[src/rtl/apb_pkg.sv]
// Shared APB widths, completer state encoding and address decode helpers.
package apb_pkg;

  localparam int APB_ADDR_W = 32;
  localparam int APB_DATA_W = 32;

  typedef enum logic {
    IDLE   = 1'b0,
    ACCESS = 1'b1
  } apb_slv_state_e;

  // Request captured in the setup phase and held for the whole access phase.
  typedef struct packed {
    logic [APB_ADDR_W-1:0] addr;
    logic                  write;
    logic [APB_DATA_W-1:0] wdata;
    logic                  err;
  } apb_req_t;

  // Word index of a byte address; the caller truncates to its index width.
  function automatic int unsigned addr_idx(input logic [APB_ADDR_W-1:0] addr,
                                           input int unsigned           num_regs);
    return int'(addr >> 2) & (num_regs - 1);
  endfunction

  // Out of range, unaligned, or a write aimed at a read-only register.
  function automatic logic decode_err(input logic [APB_ADDR_W-1:0] addr,
                                      input logic                  write,
                                      input logic                  ro,
                                      input int unsigned           num_regs);
    logic [APB_ADDR_W-1:0] limit;
    limit = APB_ADDR_W'(num_regs) << 2;
    return (addr >= limit) || (addr[1:0] != 2'b00) || (write && ro);
  endfunction

endpackage

[src/rtl/apb_slave_regbank.sv]
// Register storage with one write port, an indexed read mux and RO mirroring.
module apb_slave_regbank
  import apb_pkg::*;
#(
  parameter int unsigned          NUM_REGS = 16,
  parameter logic [NUM_REGS-1:0]  RO_MASK  = '0,
  parameter int                   IDX_W    = $clog2(NUM_REGS)
) (
  input  logic                           pclk,
  input  logic                           preset_n,
  input  logic                           we,
  input  logic [IDX_W-1:0]               idx,
  input  logic [APB_DATA_W-1:0]          wdata,
  input  logic [NUM_REGS*APB_DATA_W-1:0] hw_status,
  output logic [APB_DATA_W-1:0]          rdata,
  output logic [NUM_REGS*APB_DATA_W-1:0] reg_q
);

  // Writable slots never look at their hw_status slice.
  logic unused_hw;
  assign unused_hw = ^hw_status;

  for (genvar i = 0; i < NUM_REGS; i++) begin : g_reg
    if (RO_MASK[i]) begin : g_ro
      assign reg_q[i*APB_DATA_W +: APB_DATA_W] = hw_status[i*APB_DATA_W +: APB_DATA_W];
    end else begin : g_rw
      logic [APB_DATA_W-1:0] q;
      // Storage word: cleared by reset, loaded on a committed write to this index.
      always_ff @(posedge pclk or negedge preset_n) begin
        if (!preset_n)                  q <= '0;
        else if (we && idx == IDX_W'(i)) q <= wdata;
      end
      assign reg_q[i*APB_DATA_W +: APB_DATA_W] = q;
    end
  end

  assign rdata = reg_q[int'(idx)*APB_DATA_W +: APB_DATA_W];

endmodule

[src/rtl/apb_slave_regfile.sv]
// APB4 completer: setup/access FSM, wait states, error and protocol checks.
module apb_slave_regfile
  import apb_pkg::*;
#(
  parameter int unsigned         NUM_REGS    = 16,
  parameter int unsigned         WAIT_CYCLES = 0,
  parameter logic [NUM_REGS-1:0] RO_MASK     = '0
) (
  input  logic                           pclk,
  input  logic                           preset_n,
  input  logic [APB_ADDR_W-1:0]          paddr,
  input  logic                           psel,
  input  logic                           penable,
  input  logic                           pwrite,
  input  logic [APB_DATA_W-1:0]          pwdata,
  output logic [APB_DATA_W-1:0]          prdata,
  output logic                           pready,
  output logic                           pslverr,
  input  logic [NUM_REGS*APB_DATA_W-1:0] hw_status,
  output logic [NUM_REGS*APB_DATA_W-1:0] reg_q,
  output logic                           prot_err
);

  localparam int IDX_W = $clog2(NUM_REGS);

  apb_slv_state_e        state, state_nxt;
  apb_req_t              lat;
  logic [3:0]            wait_cnt;
  logic [IDX_W-1:0]      idx_in, lat_idx;
  logic                  err_in, setup, complete, we, violation;
  logic [APB_DATA_W-1:0] rdata;

  assign idx_in   = IDX_W'(addr_idx(paddr, NUM_REGS));
  assign lat_idx  = IDX_W'(addr_idx(lat.addr, NUM_REGS));
  assign err_in   = decode_err(paddr, pwrite, RO_MASK[idx_in], NUM_REGS);
  assign setup    = (state == IDLE) && psel && !penable;
  assign pready   = (state == ACCESS) && (wait_cnt == '0);
  assign complete = pready && psel && penable;
  assign we       = complete && lat.write && !lat.err;
  assign pslverr  = pready && lat.err;
  assign prdata   = (pready && !lat.write && !lat.err) ? rdata : '0;

  // Protocol checks: access without setup, deselect mid-access, unstable request.
  always_comb begin
    violation = 1'b0;
    if (state == IDLE) violation = psel && penable;
    else if (!psel)    violation = 1'b1;
    else               violation = (paddr != lat.addr) || (pwrite != lat.write) ||
                                   (pwdata != lat.wdata);
  end

  // Next state: enter ACCESS on a setup phase, leave on completion or abort.
  always_comb begin
    state_nxt = state;
    case (state)
      IDLE:    if (setup) state_nxt = ACCESS;
      ACCESS:  if (!psel || complete) state_nxt = IDLE;
      default: state_nxt = IDLE;
    endcase
  end

  // State register.
  always_ff @(posedge pclk or negedge preset_n) begin
    if (!preset_n) state <= IDLE;
    else           state <= state_nxt;
  end

  // Capture the request at setup; count wait states down during ACCESS.
  always_ff @(posedge pclk or negedge preset_n) begin
    if (!preset_n) begin
      lat      <= '0;
      wait_cnt <= '0;
    end else if (setup) begin
      lat      <= '{addr: paddr, write: pwrite, wdata: pwdata, err: err_in};
      wait_cnt <= 4'(WAIT_CYCLES);
    end else if (state == ACCESS && wait_cnt != '0) begin
      wait_cnt <= wait_cnt - 4'd1;
    end
  end

  // One-cycle violation pulse, registered so it is glitch-free.
  always_ff @(posedge pclk or negedge preset_n) begin
    if (!preset_n) prot_err <= 1'b0;
    else           prot_err <= violation;
  end

  apb_slave_regbank #(
    .NUM_REGS (NUM_REGS),
    .RO_MASK  (RO_MASK)
  ) u_bank (
    .pclk      (pclk),
    .preset_n  (preset_n),
    .we        (we),
    .idx       (lat_idx),
    .wdata     (lat.wdata),
    .hw_status (hw_status),
    .rdata     (rdata),
    .reg_q     (reg_q)
  );

endmodule

[config.mk]
export PLATFORM = sky130hd
export DESIGN_NAME = apb_slave_regfile
export DESIGN_NICKNAME = d
export VERILOG_FILES = /design/src/rtl/apb_pkg.sv /design/src/rtl/apb_slave_regbank.sv /design/src/rtl/apb_slave_regfile.sv
export SDC_FILE = /design/constraint.sdc
export NUM_CORES = 1
export LEC_CHECK = 0
export CAP_MARGIN = 30
export CORE_AREA = 2 2 436 438
export DETAILED_ROUTE_END_ITERATION = 16
export DIE_AREA = 0 0 438 440
export SETUP_SLACK_MARGIN = 0.15
export SLEW_MARGIN = 10
export SYNTH_ARGS = -nofsm -noshare
export SYNTH_HDL_FRONTEND = slang
export SYNTH_SLANG_ARGS = --single-unit
[constraint.sdc]
create_clock -name pclk -period 6 [get_ports pclk]
set_input_delay 0.6 -clock pclk [delete_from_list [all_inputs] [get_ports pclk]]
set_output_delay 0.6 -clock pclk [all_outputs]
set_load 0.1 [all_outputs]
==> key figures, run 1 <==
Pwr
  – Flop pwr share: 42.4%
  – Switch Pwr: 3.29 mW
  – PwrDens: 255 nW/um^2
  – Leakage power total: 17.8 nW
  – Internal Power: 7.35 mW
  – Part of the power in combinational logic: 12.7%
  – Sw Share: roughly 31%
  – Peak VDD IR: ~200 uV
  – Clock Power Share: 44.9%

Layout
  – Leading cell types in the layout, fill and taps excluded: dfrtp_1 (580), clkdlybuf4s50_1 (551), mux2_2 (541), mux4_2 (160), buf_16 (114)
  – Share of post-route cells with drive strength above 1: 44.0%
  – Finished Core Util: 22.1%
  – # fillers: between 15000 and 20000
  – Area Overhead vs Synth: 55.0%
  – Commonest non-fill, non-tap cell in the layout: dfrtp_1
  – Post-layout nets: 2976

Logic synthesis
  – Synth Area in XOR/XNOR: under 10%
  – Main combinational cell family by area after synthesis: multiplexers
  – Mapped Area: roughly 27000 um^2
  – Synthesized Nets: 2282
  – Post-synthesis compound-gate area fraction: 0.785%
  – Distinct cells, synth: 46
  – Mux share of post-synthesis cell area: a little over a third
  – Ys async rst share: 100%
  – Synth Area in Adders: less than 1%
  – Post-synth top flop: dfrtp_1
  – Synth Area in Simple Gates: between 3 and 4%
  – Synth Register Bits: 584
  – Synthesis warning total: 0
  – Synth top area share: 54.3%
  – Sequential area share after synthesis: 54.3%
  – Syn Inst Count: 1700
  – Post-synth top area cell: dfrtp_1
  – Post-synth EDFFs: 0
  – Syn Area/Cell: 15.8 um^2
  – Synth top area cells: dfrtp_1 (54%), mux2_2 (23%), mux4_2 (13%)

Clock tree
  – Post-CTS sizing: 0
  – Root buf cell: clkbuf_16
  – Clock Pin Slew Worst Setup and Hold Paths: 0.07 ns
  – CTS buffer count: 74
  – Max H-tree Level: 3
  – Clock Latency Late Sink: 0.71 ns
  – TritonCTS clock tree: done
  – CTS Sinks: about 580
  – Max clock buf depth: 3

Detailed routing
  – Iteration-0 DRC Markers: 1104
  – Average wire per cell in the routed design: 28.0 um
  – DR vias/cell: 3.83
  – Routed wire length: 140000 um
  – Vias: 19079
  – Residual DRC count: 0
  – First-pass detailed-route iteration total: 7
  – DRT antenna net count: 0

Worst setup path
  – CP arrival: 4.41 ns
  – Setup crit end kind: output port
  – CP required: approximately 5.4 ns
  – Worst Path Max Fanout: 21
  – FF-to-FF End: u_bank.g_reg[13].g_rw.q[13]
  – Start point of the critical path: lat[36]
  – Worst R2R Path Depth: 8
  – Startpoint types: flop
  – Critical path class: flop to output port
  – Reg2reg setup slack: 2.26 ns
  – Reg2reg start: wait_cnt[0]

Global route
  – Largest net degree at the start of global routing: 144
  – Vias in the first global route: 19954
  – Antenna violations before repair: 38
  – Global-route usage over all layers: about 14%
  – Total global routing overflow: 0
  – First-pass GRT wire length: 184000 um

Run status
  – Status: complete, no violations

Die
  – FP Rows: 160
  – Core ar.: 189000 um^2
  – Initial Util: ~14%
  – DIE WIDTH: ~440 um
  – Die area: 193000 um^2
  – Die height: 440 um
  – I/O pins: around 1100

Timing
  – Final min period: around 5.0 ns
  – Final WS setup: around 0.99 ns
  – Period utilization: a little over four fifths
  – Final setup viols: 0
  – Clock Skews: 0.0335 ns
  – Worst rel slew slack: 28.2%
  – Fmax: 0.200 GHz
  – Slew @ Worst Pin: about 1.1 ns
  – Hold Fails Final Rpt: 0
  – Max Slew Vio Count: 0
  – RSZ-0062 raised after global routing: no
  – Hold Slack: 0.502 ns
  – Post-route setup TNS: 0 ns

Placement
  – RD Place Congestion: between 0.8 and 0.9
  – DP HPWL: between 100000 and 150000 um
  – Pre-CTS setup slack: 1.36 ns
  – IO buf count: 615

Run
  – Max Cap Viol: 0

Hold path
  – Worst hold path endpoint: wait_cnt[0]
  – Hold wc startpoint: wait_cnt[0]
  – HP Class: flop to flop
  – Hold Path Cell Cnt: 1
power groups by stage:
stage	Combinational, mW	Sequential (mW)	Clock, mW
final	1.35	4.51	4.78
after global routing	1.45	4.55	5.06
after CTS	1.35	4.55	4.91
after detailed placement	1.35	4.62	0
after global placement	1.29	4.63	0
after floorplan	0.895	4.25	0
cell type report:
| class | instances | area, um^2 | share of cell area, % |
|---|---|---|---|
| flip-flops and latches | 584 | 14600 | 35.0 |
| diodes | 16 | 40.0 | 0.0959 |
| clock buffers | 105 | 2150 | 5.15 |
| clock inverters | 30 | 462 | 1.11 |
| repair buffers | 780 | 9710 | 23.3 |
| inverters | 11 | 41.3 | 0.0989 |
| multi-input cells | 943 | 11600 | 27.7 |
| well taps | 2511 | 3140 | 7.53 |
synth_stat cells (2+ instances only):
library cell,instances
nand4b_2,3
clkbuf_1,79
nand2_1,27
o21ai_0,24
mux4_2,160
nand4_2,3
mux2_2,541
inv_1,11
nand4_1,8
xor2_1,32
nor2_1,9
buf_1,15
mux2_1,14
o2111ai_1,2
and2_1,2
nor3_1,2
xnor2_1,26
clkbuf_2,2
nor2_2,2
nand3_1,4
buf_2,38
nand2b_1,7
buf_6,12
dfrtp_1,584
nor3_4,3
buf_4,16
nor2b_1,35
o22ai_1,2
a21oi_1,2
nand2_4,3
nor4_1,17
logic make-up after synthesis:
kind of cell,Yosys count
xor+xnor,58
mux,715
compound gates,36
flops,584
fa+ha+maj,1
simple gates,133
buf+inv,173
sequential cells by signal, summed over array words and instances, names as in the netlist:
register	count
u_bank.g.g_rw.q	512
state	1
wait_cnt	4
prot_err	1
lat	66
worst max-delay path, cell delays in order (launching register included):
cell,delay (ns)
dfrtp_4,0.71
buf_12,0.27
buf_4,0.27
mux4_2,0.70
mux4_2,0.51
nor2b_1,0.14
clkdlybuf4s50_1,1.00
timing repair:
action,4_1_cts,5_1_grt
hold buffers,1,0
hold endpoints to repair,10,0
buffers inserted,0,0
metal layers:
| layer | vias to the layer above | share of wire, % | global-route usage, % |
|---|---|---|---|
| met4 | 18 | 3.1 | 3.83 |
| met3 | 237 | 11 | 6.97 |
| li1 | 7718 | - | - |
| met5 | - | 0.090 | 0 |
| met1 | 10265 | 41 | 17.7 |
| met2 | 841 | 44 | 21.2 |
per-stage QoR:
step / instances / instance area (um^2) / total power, mW
global route: 4964 / 41700 / 11.1
finish: 4980 / 41700 / 10.6
floorplan: 1700 / 26900 / 5.14
CTS: 4957 / 41500 / 10.8
global placement: 4702 / 35800 / 5.92
detailed placement: 4821 / 38900 / 5.97
how the worst max path moves through the flow:
stage	endpoint	slack [ns]	cells after the start
3_5_place_dp	prdata[12]	1.36	5
5_1_grt	prdata[8]	0.78	6
6_report	prdata[8]	0.99	6
3_3_place_gp	prdata[12]	1.34	5
4_1_cts	prdata[12]	0.55	5
2_1_floorplan	prdata[26]	2.50	6
Note: power is estimated with default switching activity, not from simulation.
==> run 2: changes to the inputs <==
--- a/config.mk
+++ b/config.mk
@@ -6,9 +6,9 @@
 export NUM_CORES = 1
 export LEC_CHECK = 0
 export CAP_MARGIN = 30
-export CORE_AREA = 2 2 436 438
+export CORE_AREA = 2 2 438 440
 export DETAILED_ROUTE_END_ITERATION = 16
-export DIE_AREA = 0 0 438 440
+export DIE_AREA = 0 0 440 442
 export SETUP_SLACK_MARGIN = 0.15
 export SLEW_MARGIN = 10
 export SYNTH_ARGS = -nofsm -noshare
==> constraint.sdc (replaced) <==
create_clock -name pclk -period 4 [get_ports pclk]
set_input_delay 0.4 -clock pclk [delete_from_list [all_inputs] [get_ports pclk]]
set_output_delay 0.4 -clock pclk [all_outputs]
set_load 0.1 [all_outputs]
==> run 2 against run 1 <==
Net effect:
- clock power grew 45%
- die area grew 0.91%
- highest routed layer unchanged
- clock skew grew 0.0025 ns
- worst hold slack lost 0.098 ns
- sequential share of layout area shrank 0.44 points
- via count grew 0.40%
- design area grew 1.3%
- register-to-register slack lost 1.4 ns
==> key figures, run 2 (synthesis results as in run 1) <==
Timing
  – Clock Skews: 0.0360 ns
  – Fmax: 0.277 GHz
  – Worst rel slew slack: between 20% and 30%
  – Hold Slack: 0.404 ns
  – Max Slew Vio Count: 0
  – Final setup viols: 0
  – Post-route setup TNS: 0 ns
  – Slew @ Worst Pin: 1.06 ns
  – RSZ-0062 raised after global routing: no
  – Final WS setup: 0.391 ns
  – Period utilization: 90.2%
  – Hold Fails Final Rpt: 0
  – Final min period: about 3.6 ns

Global route
  – Total global routing overflow: 0
  – Global-route usage over all layers: 14.3%
  – Largest net degree at the start of global routing: 96
  – Vias in the first global route: 19953
  – First-pass GRT wire length: 187000 um
  – Antenna violations before repair: between 40 and 50

Layout
  – Register bank with the most flops: u_bank.g.g_rw.q
  – Cell Count, Final, Fillers Out: ~5000
  – Area Overhead vs Synth: 57.0%
  – Largest regs: u_bank.g.g_rw.q (512), lat (66), wait_cnt (4)
  – Commonest non-fill, non-tap cell in the layout: dfrtp_1
  – Post-layout nets: 3017
  – Finished Core Util: 22.3%
  – Share of post-route cells with drive strength above 1: a little under half
  – Post-route cell area: 42300 um^2
  – # fillers: about 20000
  – Leading cell types in the layout, fill and taps excluded: dfrtp_1 (580), mux2_2 (541), clkdlybuf4s50_1 (511), mux4_2 (160), buf_4 (145)
  – Number of flip-flops in the largest register: 512

Placement
  – IO buf count: around 600
  – DP HPWL: around 110000 um
  – Placed cell count: just under 5000
  – Cell Area, Placed: approximately 40000 um^2
  – Pre-CTS setup slack: 0.670 ns
  – RD Place Congestion: 0.819

Detailed routing
  – Average wire per cell in the routed design: 28.1 um
  – DRT met1 WL: 60000 um
  – Met2 WL post-DR: a little over 60000 um
  – Top routing layer in use: met5
  – Met3 routed WL: roughly 14000 um
  – DR vias/cell: between 3 and 4
  – Iteration-0 DRC Markers: 1326
  – DRT antenna net count: 0
  – Residual DRC count: 0
  – Vias: 19156
  – First-pass detailed-route iteration total: 5
  – Routed wire length: 141000 um

Pwr
  – Final Total Pwr: 15.8 mW
  – Part of the power in combinational logic: 14.2%
  – Sw Share: about 30%
  – Leakage power total: 18.2 nW
  – PwrDens: approximately 370 nW/um^2
  – Internal Power: 11.0 mW
  – Peak VDD IR: 251 uV
  – Clock Power Share: 43.8%
  – Flop pwr share: between 40% and 50%
  – Switch Pwr: 4.76 mW

Clock tree
  – Max H-tree Level: 3
  – Max clock buf depth: 3
  – Root buf cell: clkbuf_16
  – TritonCTS clock tree: done
  – CTS Sinks: ~600
  – Clock Latency Late Sink: 0.68 ns
  – Clock Pin Slew Worst Setup and Hold Paths: 0.06 ns
  – CTS buffer count: 73

Worst setup path
  – Critical path class: flop to output port
  – Setup crit end kind: output port
  – Startpoint types: flop
  – CP arrival: 3.21 ns
  – Worst Path Max Fanout: 20
  – Reg2reg setup slack: between 0.8 and 0.9 ns
  – CP required: 3.60 ns

Die
  – FP Rows: between 150 and 200
  – DIE WIDTH: 440 um
  – Core ar.: roughly 190000 um^2
  – I/O pins: 1128
  – Die height: 442 um
  – Die area: 194000 um^2
  – Initial Util: 14.2%

Run status
  – Status: complete, no violations

Run
  – Max Cap Viol: 0

Hold path
  – HP Class: input port to flop
[run 2: changes by cell type in the layout (fill, tap and decap cells not counted), sizes merged, moves of 3 or more]
| cell | delta |
|---|---|
| buf | +82 |
| clkdlybuf4s50 | -40 |
| diode | +4 |
| clkinvlp | -3 |
[run 2: cell type report]
type	count	area, um^2	share of cell area, %
timing repair buffer	822	10400	24.6
inverter	11	41.3	0.0977
clock buffer	104	2100	4.96
antenna	20	50.0	0.118
multi-input combinational	943	11600	27.3
sequential	584	14600	34.6
clock inverter	27	374	0.885
tap	2511	3140	7.43
[run 2: what timing repair did]
action,4_1_cts,5_1_grt
endpoints found under the setup margin,25,0
hold endpoints to repair,83,0
buffers inserted,6,0
resized for setup,0,0
hold buffers,1,0
[run 2: worst max-delay path, cell delays in order, from the launching register on]
cell and delay (ns):
dfrtp_1 0.40, inv_1 0.09, ha_1 0.23, nand4bb_4 0.20
or3_2 0.74, buf_12 0.30, nor2b_1 0.22, buf_4 0.33
[run 2: per-layer routing]
layer	global-route usage [%]	vias up
met4	5.46	28
met1	18.3	10260
li1	-	7803
met2	21.0	846
met5	0	-
met3	6.10	219
[run 2: worst paths after layout]
kind,cells after the start,to,from
worst max-delay path,7,prdata[14],wait_cnt[0]
worst min-delay path,3,lat[29],pwdata[28]
worst max register to register,9,u_bank.g_reg[5].g_rw.q[28],wait_cnt[0]
worst min register to register,1,wait_cnt[0],wait_cnt[0]
max in group asynchronous,4,u_bank.g_reg[13].g_rw.q[23],preset_n
min in group asynchronous,2,lat[23],preset_n
[run 2: power by group through the flow]
stage | clock [mW] | sequential [mW] | combinational [mW]
after floorplan | 0 | 6.37 | 1.34
after global placement | 0 | 6.81 | 2.14
after detailed placement | 0 | 6.82 | 2.18
after CTS | 7.15 | 6.65 | 2.32
after global routing | 7.39 | 6.69 | 2.40
final | 6.93 | 6.64 | 2.25
==> run 3: changes to the inputs <==
--- a/config.mk
+++ b/config.mk
@@ -6,11 +6,12 @@
 export NUM_CORES = 1
 export LEC_CHECK = 0
 export CAP_MARGIN = 30
-export CORE_AREA = 2 2 438 440
+export CORE_AREA = 2 2 435 437
 export DETAILED_ROUTE_END_ITERATION = 16
-export DIE_AREA = 0 0 440 442
+export DIE_AREA = 0 0 437 439
 export SETUP_SLACK_MARGIN = 0.15
 export SLEW_MARGIN = 10
 export SYNTH_ARGS = -nofsm -noshare
 export SYNTH_HDL_FRONTEND = slang
+export SYNTH_HIERARCHICAL = 1
 export SYNTH_SLANG_ARGS = --single-unit
==> run 3 against run 2 <==
Net effect:
- synthesized area shrank 1.4%
- worst hold slack lost 0.019 ns
- highest routed layer unchanged
- setup slack lost 0.068 ns
- first-iteration DRC count grew 9.4%
- routed wire length is essentially flat
- cell count grew 1.3%
- combinational power grew 6%
- clock power shrank 3.5%
- critical path type unchanged
- clock skew is essentially flat
- synthesized cell count grew 1.5%
- critical path depth shrank 1
- largest power group unchanged
- die area shrank 1.4%
==> key figures, run 3 <==
Die
  – DIE WIDTH: around 440 um
  – Die area: 192000 um^2
  – FP Rows: 159
  – Initial Util: between 10% and 20%
  – I/O pins: ~1100
  – Core ar.: 187000 um^2
  – Die height: 439 um

Logic synthesis
  – Top-count cell post-synth: dfrtp_1
  – Post-synth EDFFs: 0
  – Sequential area share after synthesis: 55.0%
  – Syn Inst Count: 1726
  – Distinct cells, synth: 38
  – Mapped Area: 26600 um^2
  – Post-synth top area cell: dfrtp_1
  – Syn Area/Cell: 15.4 um^2
  – Synthesized Nets: 2308
  – Post-synth top flop: dfrtp_1
  – Synth top area share: 55.0%
  – Top cells by count, synth: dfrtp_1 (584), mux2_2 (566), mux4_2 (128)
  – Ys async rst share: 100%
  – Synth Register Bits: slightly below 600
  – Synthesis warning total: 6
  – Synth top area cells: dfrtp_1 (55%), mux2_2 (24%), mux4_2 (11%)

Pwr
  – PwrDens: 363 nW/um^2
  – Final Total Pwr: 15.6 mW
  – Leakage power total: roughly 19 nW
  – Peak VDD IR: 365 uV

Layout
  – Finished Core Util: 23.0%
  – Share of post-route cells with drive strength above 1: 46.6%
  – Largest regs: u_bank/g.g_rw.q (512), lat (66), wait_cnt (4)
  – Post-layout nets: 3110
  – Commonest non-fill, non-tap cell in the layout: dfrtp_1
  – Post-route cell area: 43000 um^2
  – # fillers: between 15000 and 20000
  – Leading cell types in the layout, fill and taps excluded: dfrtp_1 (581), mux2_2 (566), clkdlybuf4s50_1 (511), buf_4 (153), buf_16 (148)
  – Number of flip-flops in the largest register: 512
  – Register bank with the most flops: u_bank/g.g_rw.q
  – Area Overhead vs Synth: 62.1%

Global route
  – Global-route usage over all layers: approximately 14%
  – Vias in the first global route: 20696
  – First-pass GRT wire length: between 150000 and 200000 um
  – Total global routing overflow: 0
  – Antenna violations before repair: 24
  – Largest net degree at the start of global routing: 94

Detailed routing
  – DRT antenna net count: 0
  – DR vias/cell: ~3.8
  – Average wire per cell in the routed design: 27.7 um
  – Iteration-0 DRC Markers: 1450
  – First-pass detailed-route iteration total: 5
  – Routed wire length: 141000 um
  – Residual DRC count: 0
  – Vias: slightly below 20000

Clock tree
  – Max H-tree Level: 3
  – Clock Pin Slew Worst Setup and Hold Paths: ~0.060 ns
  – CTS buffer count: 72
  – CTS Sinks: slightly below 600
  – TritonCTS clock tree: done
  – Clock Latency Late Sink: 0.68 ns
  – Root buf cell: clkbuf_16
  – Max clock buf depth: 3

Run
  – Max Cap Viol: 0

Timing
  – RSZ-0062 raised after global routing: no
  – Hold Fails Final Rpt: 0
  – Post-route setup TNS: 0 ns
  – Clock Skews: around 0.036 ns
  – Max Slew Vio Count: 0
  – Slew @ Worst Pin: 1.06 ns
  – Worst rel slew slack: 29.0%
  – Final WS setup: around 0.32 ns
  – Final setup viols: 0
  – Period utilization: 91.9%
  – Final min period: 3.68 ns
  – Fmax: 0.272 GHz

Worst setup path
  – Worst Path Max Fanout: 25
  – Reg2reg setup slack: 0.75 ns
  – Critical path class: flop to output port
  – Startpoint types: flop
  – Setup crit end kind: output port
  – Worst R2R Path Depth: 11
  – FF-to-FF End: u_bank/g_reg[13].g_rw.q[28]
  – CP arrival: around 3.3 ns
  – Reg2reg start: wait_cnt[0]
  – Start point of the critical path: lat[38]
  – CP required: 3.60 ns

Hold path
  – HP Class: input port to flop
  – Hold Path Cell Cnt: 2
  – Worst hold path endpoint: lat[6]
  – Hold wc startpoint: pwdata[5]

Placement
  – Cell Area, Placed: between 40000 and 50000 um^2
  – Pre-CTS setup slack: 0.553 ns
  – IO buf count: 615
  – RD Place Congestion: between 0.8 and 0.9
  – DP HPWL: between 100000 and 150000 um

Run status
  – Status: complete, no violations
## run 3: timing repair
action,CTS,global route
endpoints found under the setup margin,3,1
buffers inserted,4,1
gates resized for setup,2,2
pin swaps,0,1
hold endpoints to repair,84,0
hold buffers,1,0
## run 3: worst max path at each step
stage	to	slack, ns	depth (start not counted)
floorplan	prdata[0]	1.38	7
global placement	u_bank/g_reg[13].g_rw.q[26]	0.63	11
detailed placement	u_bank/g_reg[13].g_rw.q[28]	0.55	11
CTS	prdata[31]	0.16	8
global route	prdata[31]	0.20	6
finish	prdata[31]	0.32	6
## run 3: layout make-up
cell class                      count  area, um^2  share of cell area, %
Timing Repair Buffer              868       11400                   26.5
Clock buffer                      100        2080                   4.83
Clock inverter                     27         330                  0.767
Multi-Input combinational cell    993       11400                   26.6
Inverter                            9        33.8                 0.0785
Sequential cell                   584       14600                   34.0
Antenna cell                       11        27.5                 0.0640
Tap cell                         2495        3120                   7.25
## run 3: through the flow
stage	instances	hold WS (ns)
finish	5087	0.385
global route	5078	0.343
CTS	5062	0.313
detailed placement	4930	0.491
global placement	4794	0.499
floorplan	1726	0.104
## run 3: cells by family after synthesis
| logic type | Yosys count | share of synthesized area (%) |
|---|---|---|
| compound gates | 80 | 2.23 |
| fa+ha+maj | 1 | 0.0471 |
| mux | 702 | 35.2 |
| simple gates | 154 | 3.20 |
| flops | 584 | 55.0 |
| buf+inv | 149 | 2.46 |
| xor+xnor | 56 | 1.85 |
## run 3: critical path, cell delays in order (launching register included)
cell and delay [ns]:
dfrtp_1 0.79, and2_2 0.48, buf_12 0.32, a22oi_1 0.12, nand2_1 0.11, and2_1 0.34, buf_4 0.37
## run 3: report_power, final
group | internal (mW) | leakage (nW) | total, mW | switching [mW]
logic | 0.864 | 9.52 | 2.38 | 1.52
registers | 6.09 | 8.00 | 6.55 | 0.462
clock network | 3.87 | 1.18 | 6.69 | 2.82
total | 10.8 | 18.7 | 15.6 | 4.80
## run 3: routing by layer
metal	vias to the layer above	routed length (um)	global-route usage (%)
met5	-	67	0
met4	10	5900	5.41
met3	207	19700	8.23
met2	949	59100	20.6
met1	10339	56400	17.7
li1	8048	-	-
